## src/rtl/axil_cmd_master.sv

```systemverilog
// AXI4-Lite master: converts single local read/write commands into AXI-Lite transactions
// and returns each completion on a response port. One transaction outstanding at a time.
module axil_cmd_master #(
  parameter int         DATA_WIDTH = 64,
  parameter int         ADDR_WIDTH = 32,
  parameter int         STRB_WIDTH = DATA_WIDTH / 8,
  parameter logic [2:0] PROT       = 3'b000
) (
  input  logic                  clk,
  input  logic                  rst,
  input  logic                  cmd_valid,
  output logic                  cmd_ready,
  input  logic                  cmd_write,
  input  logic [ADDR_WIDTH-1:0] cmd_addr,
  input  logic [DATA_WIDTH-1:0] cmd_wdata,
  input  logic [STRB_WIDTH-1:0] cmd_wstrb,
  output logic                  rsp_valid,
  input  logic                  rsp_ready,
  output logic                  rsp_write,
  output logic [DATA_WIDTH-1:0] rsp_rdata,
  output logic [1:0]            rsp_resp,
  output logic                  busy,
  output logic [ADDR_WIDTH-1:0] m_axil_awaddr,
  output logic [2:0]            m_axil_awprot,
  output logic                  m_axil_awvalid,
  input  logic                  m_axil_awready,
  output logic [DATA_WIDTH-1:0] m_axil_wdata,
  output logic [STRB_WIDTH-1:0] m_axil_wstrb,
  output logic                  m_axil_wvalid,
  input  logic                  m_axil_wready,
  input  logic [1:0]            m_axil_bresp,
  input  logic                  m_axil_bvalid,
  output logic                  m_axil_bready,
  output logic [ADDR_WIDTH-1:0] m_axil_araddr,
  output logic [2:0]            m_axil_arprot,
  output logic                  m_axil_arvalid,
  input  logic                  m_axil_arready,
  input  logic [DATA_WIDTH-1:0] m_axil_rdata,
  input  logic [1:0]            m_axil_rresp,
  input  logic                  m_axil_rvalid,
  output logic                  m_axil_rready
);

  typedef enum logic [2:0] {
    IDLE,
    WRITE,
    WR_RESP,
    READ_A,
    READ_D,
    RESP
  } state_t;

  state_t state, state_next;

  logic                  aw_done, w_done;
  logic [ADDR_WIDTH-1:0] addr_q;
  logic [DATA_WIDTH-1:0] wdata_q;
  logic [STRB_WIDTH-1:0] wstrb_q;
  logic                  write_q;
  logic [DATA_WIDTH-1:0] rdata_q;
  logic [1:0]            resp_q;

  logic cmd_fire, aw_fire, w_fire, b_fire, ar_fire, r_fire, rsp_fire;

  assign cmd_fire = cmd_valid && cmd_ready;
  assign aw_fire  = m_axil_awvalid && m_axil_awready;
  assign w_fire   = m_axil_wvalid && m_axil_wready;
  assign b_fire   = m_axil_bvalid && m_axil_bready;
  assign ar_fire  = m_axil_arvalid && m_axil_arready;
  assign r_fire   = m_axil_rvalid && m_axil_rready;
  assign rsp_fire = rsp_valid && rsp_ready;

  always_ff @(posedge clk) begin
    if (rst) begin
      state <= IDLE;
    end else begin
      state <= state_next;
    end
  end

  // Every AXI-side output is decoded from registered state/flags only, so no
  // AXI input can reach an AXI output combinationally.
  always_comb begin
    state_next     = state;
    cmd_ready      = (state == IDLE) && !rst;
    busy           = (state != IDLE);
    rsp_valid      = (state == RESP);
    m_axil_awvalid = (state == WRITE) && !aw_done;
    m_axil_wvalid  = (state == WRITE) && !w_done;
    m_axil_bready  = (state == WR_RESP);
    m_axil_arvalid = (state == READ_A);
    m_axil_rready  = (state == READ_D);
    case (state)
      IDLE:    if (cmd_fire) state_next = cmd_write ? WRITE : READ_A;
      WRITE:   if ((aw_done || aw_fire) && (w_done || w_fire)) state_next = WR_RESP;
      WR_RESP: if (b_fire) state_next = RESP;
      READ_A:  if (ar_fire) state_next = READ_D;
      READ_D:  if (r_fire) state_next = RESP;
      RESP:    if (rsp_fire) state_next = IDLE;
      default: state_next = IDLE;
    endcase
  end

  always_ff @(posedge clk) begin
    if (rst) begin
      aw_done <= 1'b0;
      w_done  <= 1'b0;
      addr_q  <= '0;
      wdata_q <= '0;
      wstrb_q <= '0;
      write_q <= 1'b0;
      rdata_q <= '0;
      resp_q  <= '0;
    end else begin
      if (cmd_fire) begin
        addr_q  <= cmd_addr;
        wdata_q <= cmd_wdata;
        wstrb_q <= cmd_wstrb;
        write_q <= cmd_write;
        aw_done <= 1'b0;
        w_done  <= 1'b0;
      end
      if (aw_fire) aw_done <= 1'b1;
      if (w_fire)  w_done  <= 1'b1;
      if (b_fire) begin
        resp_q  <= m_axil_bresp;
        rdata_q <= '0;
      end
      if (r_fire) begin
        resp_q  <= m_axil_rresp;
        rdata_q <= m_axil_rdata;
      end
    end
  end

  assign m_axil_awaddr = addr_q;
  assign m_axil_araddr = addr_q;
  assign m_axil_awprot = PROT;
  assign m_axil_arprot = PROT;
  assign m_axil_wdata  = wdata_q;
  assign m_axil_wstrb  = wstrb_q;
  assign rsp_write     = write_q;
  assign rsp_rdata     = rdata_q;
  assign rsp_resp      = resp_q;

endmodule

```

## config.mk

```make
export PLATFORM = sky130hd
export DESIGN_NAME = axil_cmd_master
export DESIGN_NICKNAME = d
export VERILOG_FILES = /design/src/rtl/axil_cmd_master.sv
export SDC_FILE = /design/constraint.sdc
export NUM_CORES = 1
export LEC_CHECK = 0
export ABC_AREA = 1
export CAP_MARGIN = 30
export CORE_AREA = 2 2 157 159
export CTS_CLUSTER_DIAMETER = 100
export DETAILED_ROUTE_END_ITERATION = 10
export DIE_AREA = 0 0 159 161
export GPL_ROUTABILITY_DRIVEN = 0
export PLACE_DENSITY = 0.65
export SLEW_MARGIN = 5
export SYNTH_ARGS = -nofsm -noshare
export SYNTH_HDL_FRONTEND = slang
export SYNTH_SLANG_ARGS = --single-unit
export TNS_END_PERCENT = 100
```

## constraint.sdc

```tcl
create_clock -name clk -period 1.4 [get_ports clk]
set_input_delay 0.28 -clock clk [delete_from_list [all_inputs] [get_ports clk]]
set_output_delay 0.28 -clock clk [all_outputs]
set_load 0.02 [all_outputs]
```

==> Word-level counts from Yosys, hierarchy flattened <==
Index checks and enable logic that the tools add are counted.
{ "totals": {"regBits": 176, "inputBits": 182, "output_inout_bits": 217, "elab_cells": 57} }
{ "classes": {"n_eq_ne": 11, "n_mux": 15, "reduce_logical": 22} }
{ "op_table": {"columns": ["cell", "n"], "rows": [
  ["$mux W64", 2],
  ["$mux W3", 6],
  ["$pmux W3 S6", 1],
  ["$logic_and A1 B1 Y1", 11],
  ["$ne A2 B1 Y1 const B", 5],
  ["$eq A3 B2 Y1 const B", 2],
  ["$eq A3 B3 Y1 const B", 2],
  ["$mux W2", 3],
  ["$reduce_and A6 Y1", 1],
  ["$reduce_bool A2 Y1", 3],
  ["$eq A3 B1 Y1 const B", 1],
  ["$logic_not A1 Y1", 3],
  ["$logic_not A3 Y1", 1],
  ["$mux W1", 3],
  ["$reduce_bool A3 Y1", 1],
  ["$logic_or A1 B1 Y1", 2],
  ["$ne A2 B2 Y1 const B", 1]
]} }

==> Depth between registers and ports, before layout <==
{ "depth": {"word_depth": 7, "mapped_depth": 10, "mapped_depth_nobuf": 9} }

==> Worst setup path after synthesis <==
OpenSTA, ideal clock, no wires.
{ "synth_timing": {"path_type": "reg-to-reg", "start": "reg state[1]", "end": "reg rdata_q[23] (netlist: rsp_rdata[23])", "setup_ns": 0.132, "arrival_time_ns": 1.365, "t_required_ns": 1.268, "path_slack_ns": -0.098, "path_stages_with_launch": 10, "n_path_buf": 2, "period_less_slack_ns": 1.498, "path_cell_list": "dfxtp_1 inv_1 nor3_4 nand2_1 nand2_1 inv_2 buf_6 buf_6 nand2_1 a21oi_1"} }
{ "synth_via": {"elab_chain_len": 3, "word_cells_on_any_way": 6, "cone_classes": "eq/ne (2); mux (1); reduce/logical (3)"} }
{ "synth_lines": {"columns": ["item", "line", "source"], "rows": [
  ["start: declaration", "53", "state_t state, state_next;"],
  ["start signal: assignment", "77", "state <= state_next;"],
  ["$eq A3 B2 Y1", "90", "m_axil_bready = (state == WR_RESP);"],
  ["via m_axil_bready", "33", "output logic m_axil_bready,"],
  ["$logic_and A1 B1 Y1", "68", "assign b_fire = m_axil_bvalid && m_axil_bready;"],
  ["$reduce_bool A2 Y1 (no line)", null, null],
  ["end signal: assignment", "131", "rdata_q <= m_axil_rdata;"],
  ["end: declaration", "60", "logic [DATA_WIDTH-1:0] rdata_q;"]
]} }
The timed path passes the listed nets, and every way through them passes these cells.
A chain may end at the register's enable or synchronous reset.

==> Worst setup path after layout <==
{ "layout_timing": {"start": "reg state[0]", "end": "out busy"} }
{ "layout_via": {"elab_chain_len": 1} }
{ "layout_lines": {"columns": ["item", "line", "source"], "rows": [
  ["$reduce_bool A3 Y1", "86", "busy = (state != IDLE);"],
  ["end: declaration", "22", "output logic busy,"]
]} }
No other way between the ends.

==> summary.txt <==
Run status
  • Failing checks: setup timing
  • Status: finished with violations

Synthesis
  • Synth cell types: 24
  • Sequential area share after synthesis: 0.5264
  • Yosys warns: 0
  • Number of synthesized register bits: 176
  • Mapped cell area: 6694 um2
  • Post-synthesis instance total: 856
  • Post-synthesis async set-or-reset flop share: 0
  • Synth Area per Inst: 7.820 um2
  • Post-synth EDFFs: 0
  • Top_reg_cell synth: dfxtp_1

Power and ir drop
  • Peak supply drop: 0.0007955 V
  • Clock share of power: 0.246
  • Cell Pwr Density: 1636 nW/um2
  • Flop pwr share: 0.320
  • Sw Pwr: 7.338 mW
  • Int Pwr: 13.01 mW
  • Combinational fraction of design power: 0.434
  • Leak: 5.014 nW
  • Sw Ratio: 0.3607

Floorplanning
  • IO Count: 399
  • Full die area: 25,600 um2
  • Core area: 23,960 um2
  • FP Rows: 57
  • Die width: 159 um
  • Initial Utilization: 0.2793
  • Die Ht: 161 um

CTS
  • Clk_lat worst skew: 430 ps
  • CTS tree: built
  • Max clock buf depth: 2
  • H-tree Lvls: 4
  • CTS root buf: clkbuf_16
  • Num CTS Buffers: 17
  • # clock sinks: 176
  • Clock transition at the registers of the reported paths: 70 ps

Place
  • Placed instance count: 1,518
  • Detailed Place HPWL: 17,030 um
  • Placed inst area: 10,880 um2
  • I/O Buffers: 392

STA
  • RSZ-0062 raised after global routing: yes
  • Final setup margin: -319.9 ps
  • Worst-Margin Slew: 617.1 ps
  • Final Hold Fails: 0
  • Final setup fails: 184
  • Clk_skew: 13.03 ps
  • Hold_ws: 320.1 ps
  • Max_slew headroom: 0.5886
  • Tmin final: 1720 ps
  • Tcrit/Tclk final: 1.229
  • Max Clock Freq: 581.4 MHz
  • Slew Limit Fails: 0

Critical path
  • Critical path class: reg2out
  • WP data required: 1120 ps
  • CP Cell Sequence: buf_6 -> nor2_4 -> nand2_4 -> buf_6 -> buf_6 -> buf_6
  • Worst endpoint data arrival time: 1440 ps
  • Critical Path Start Type: register
  • Crit-path most repeated cell: buf_6
  • CP max stage delay: 340 ps
  • Slowest-stage cell, CP: dfxtp_2
  • Crit end category: primary output
  • CP max FO: 3

Global route
  • Grt met1 use: 0.2254
  • Grt ovf: 0
  • Met3 GRT Util: 0.06651
  • Busiest grt layer: met2
  • Vias in the first global route: 7,076
  • First-pass GRT wire length: 39,300 um
  • Antenna violations before repair: 0
  • Largest net degree at the start of global routing: 59
  • Met2 GRT Util: 0.3336
  • GRT Resource Usage Total: 0.1934

Finish
  • Final core utilization: 0.5188
  • Final instance area: 12,430 um2
  • Most common cell after layout, fill and taps aside: nand2_1
  • Layout Cells excl Fill: 1,600
  • Nets: 1,446
  • Layout cells sized above 1: 0.3205
  • Number of diodes: 0
  • Area Growth Syn to Fin: 85.74%
  • Commonest cells after routing, fill and taps aside: nand2_1 (222), clkdlybuf4s50_1 (179), dfxtp_1 (167)

Route
  • DR vias: 7,235
  • ANT nets after route: 0
  • Wirelength per Cell: 16.01 um
  • Initial drt markers: 382
  • DRC: 0
  • Total wire length: 25,620 um
  • First-pass DRT Iterations: 5
  • Via density: 4.522

Job
  • # Max-Cap Violations: 0

Min path
  • Tightest Hold Check Type: in2reg
## what timing repair did
item	4_1_cts	5_1_grt
endpoints found under the setup margin	383	314
setup buffers	26	18
resized for setup	588	272
hold buffers	0	0
gates cloned	18	3
pin swaps	12	15
## cell families (layout without fill, tap and decap cells)
kind of cell,after synthesis,after routing,share of synthesized area
AND/OR/NAND/NOR,383,383,0.2355
AO/OA/AOI/OAI,180,180,0.1357
flip-flops,176,176,0.5264
buffers and inverters,116,531,0.1019
other,1,6,0.0005602
## registers in the layout, summed over array words and instances (netlist names)
register / count
m_axil_araddr: 32
rsp_resp: 2
w_done: 1
rsp_rdata: 64
rsp_write: 1
state: 3
m_axil_wdata: 64
m_axil_wstrb: 8
aw_done: 1
## cells in the mapped netlist, types with 3 or more instances
library cell	instances	area [um2]
nand2_1	292	1096
buf_6	5	56.30
buf_4	50	375.4
dfxtp_1	176	3523
o21ai_1	56	280.3
inv_1	10	37.54
nor2_1	10	37.54
clkbuf_1	29	108.9
o21ai_0	53	265.3
nand2_2	3	18.77
nand3_1	70	350.3
inv_2	4	15.01
nand4_1	3	18.77
a21oi_1	67	335.3
buf_2	17	85.08
## critical path, delay by kind of cell, from the launching register on
| kind | cells | cell delay (ps) |
|---|---|---|
| and+or+nand+nor | 2 | 220 |
| buffers and inverters | 4 | 460 |
| DFF | 1 | 340 |
## power groups by stage
| stage | Sequential, mW | Combinational, mW | Clock, mW |
|---|---|---|---|
| CTS | 6.50 | 8.58 | 5.17 |
| global placement | 6.58 | 7.12 | 0 |
| finish | 6.51 | 8.83 | 5.00 |
| global route | 6.63 | 9.38 | 5.37 |
| floorplan | 7.55 | 2.74 | 0 |
| detailed placement | 6.59 | 7.17 | 0 |
## metal layers
metal | part of all wire | routed length (um)
met4 | 0.024 | 616
met5 | 0 | 0
met1 | 0.41 | 10390
met2 | 0.49 | 12580
met3 | 0.079 | 2028
## cell type report
type	count	area, um2
flip-flops and latches	176	3540
fillers	2287	11530
clock buffers	18	429.2
multi-input cells	569	2922
repair buffers	486	4900
inverters	14	61.31
well taps	324	405.4
clock inverters	13	176.4
## worst paths after layout
| kind | startpoint | end | slack (ps) | cells after the start |
|---|---|---|---|---|
| hold / removal | rst | rsp_rdata[56] | 320 | 3 |
| setup reg to reg | state[0] | m_axil_wdata[25] | -310 | 10 |
| hold reg to reg | rsp_rdata[17] | rsp_rdata[17] | 460 | 2 |
| setup / recovery | state[0] | busy | -320 | 6 |
## stage by stage
step	power [mW]	TNS, ps	worst slack (ps)
global placement	13.70	-29260	-276.4
CTS	20.25	-41830	-327.8
floorplan	10.28	-1163	-29.09
finish	20.34	-47010	-319.9
detailed placement	13.76	-33080	-332.6
global route	21.38	-58950	-387.0
Power figures use the tool's default switching activity.
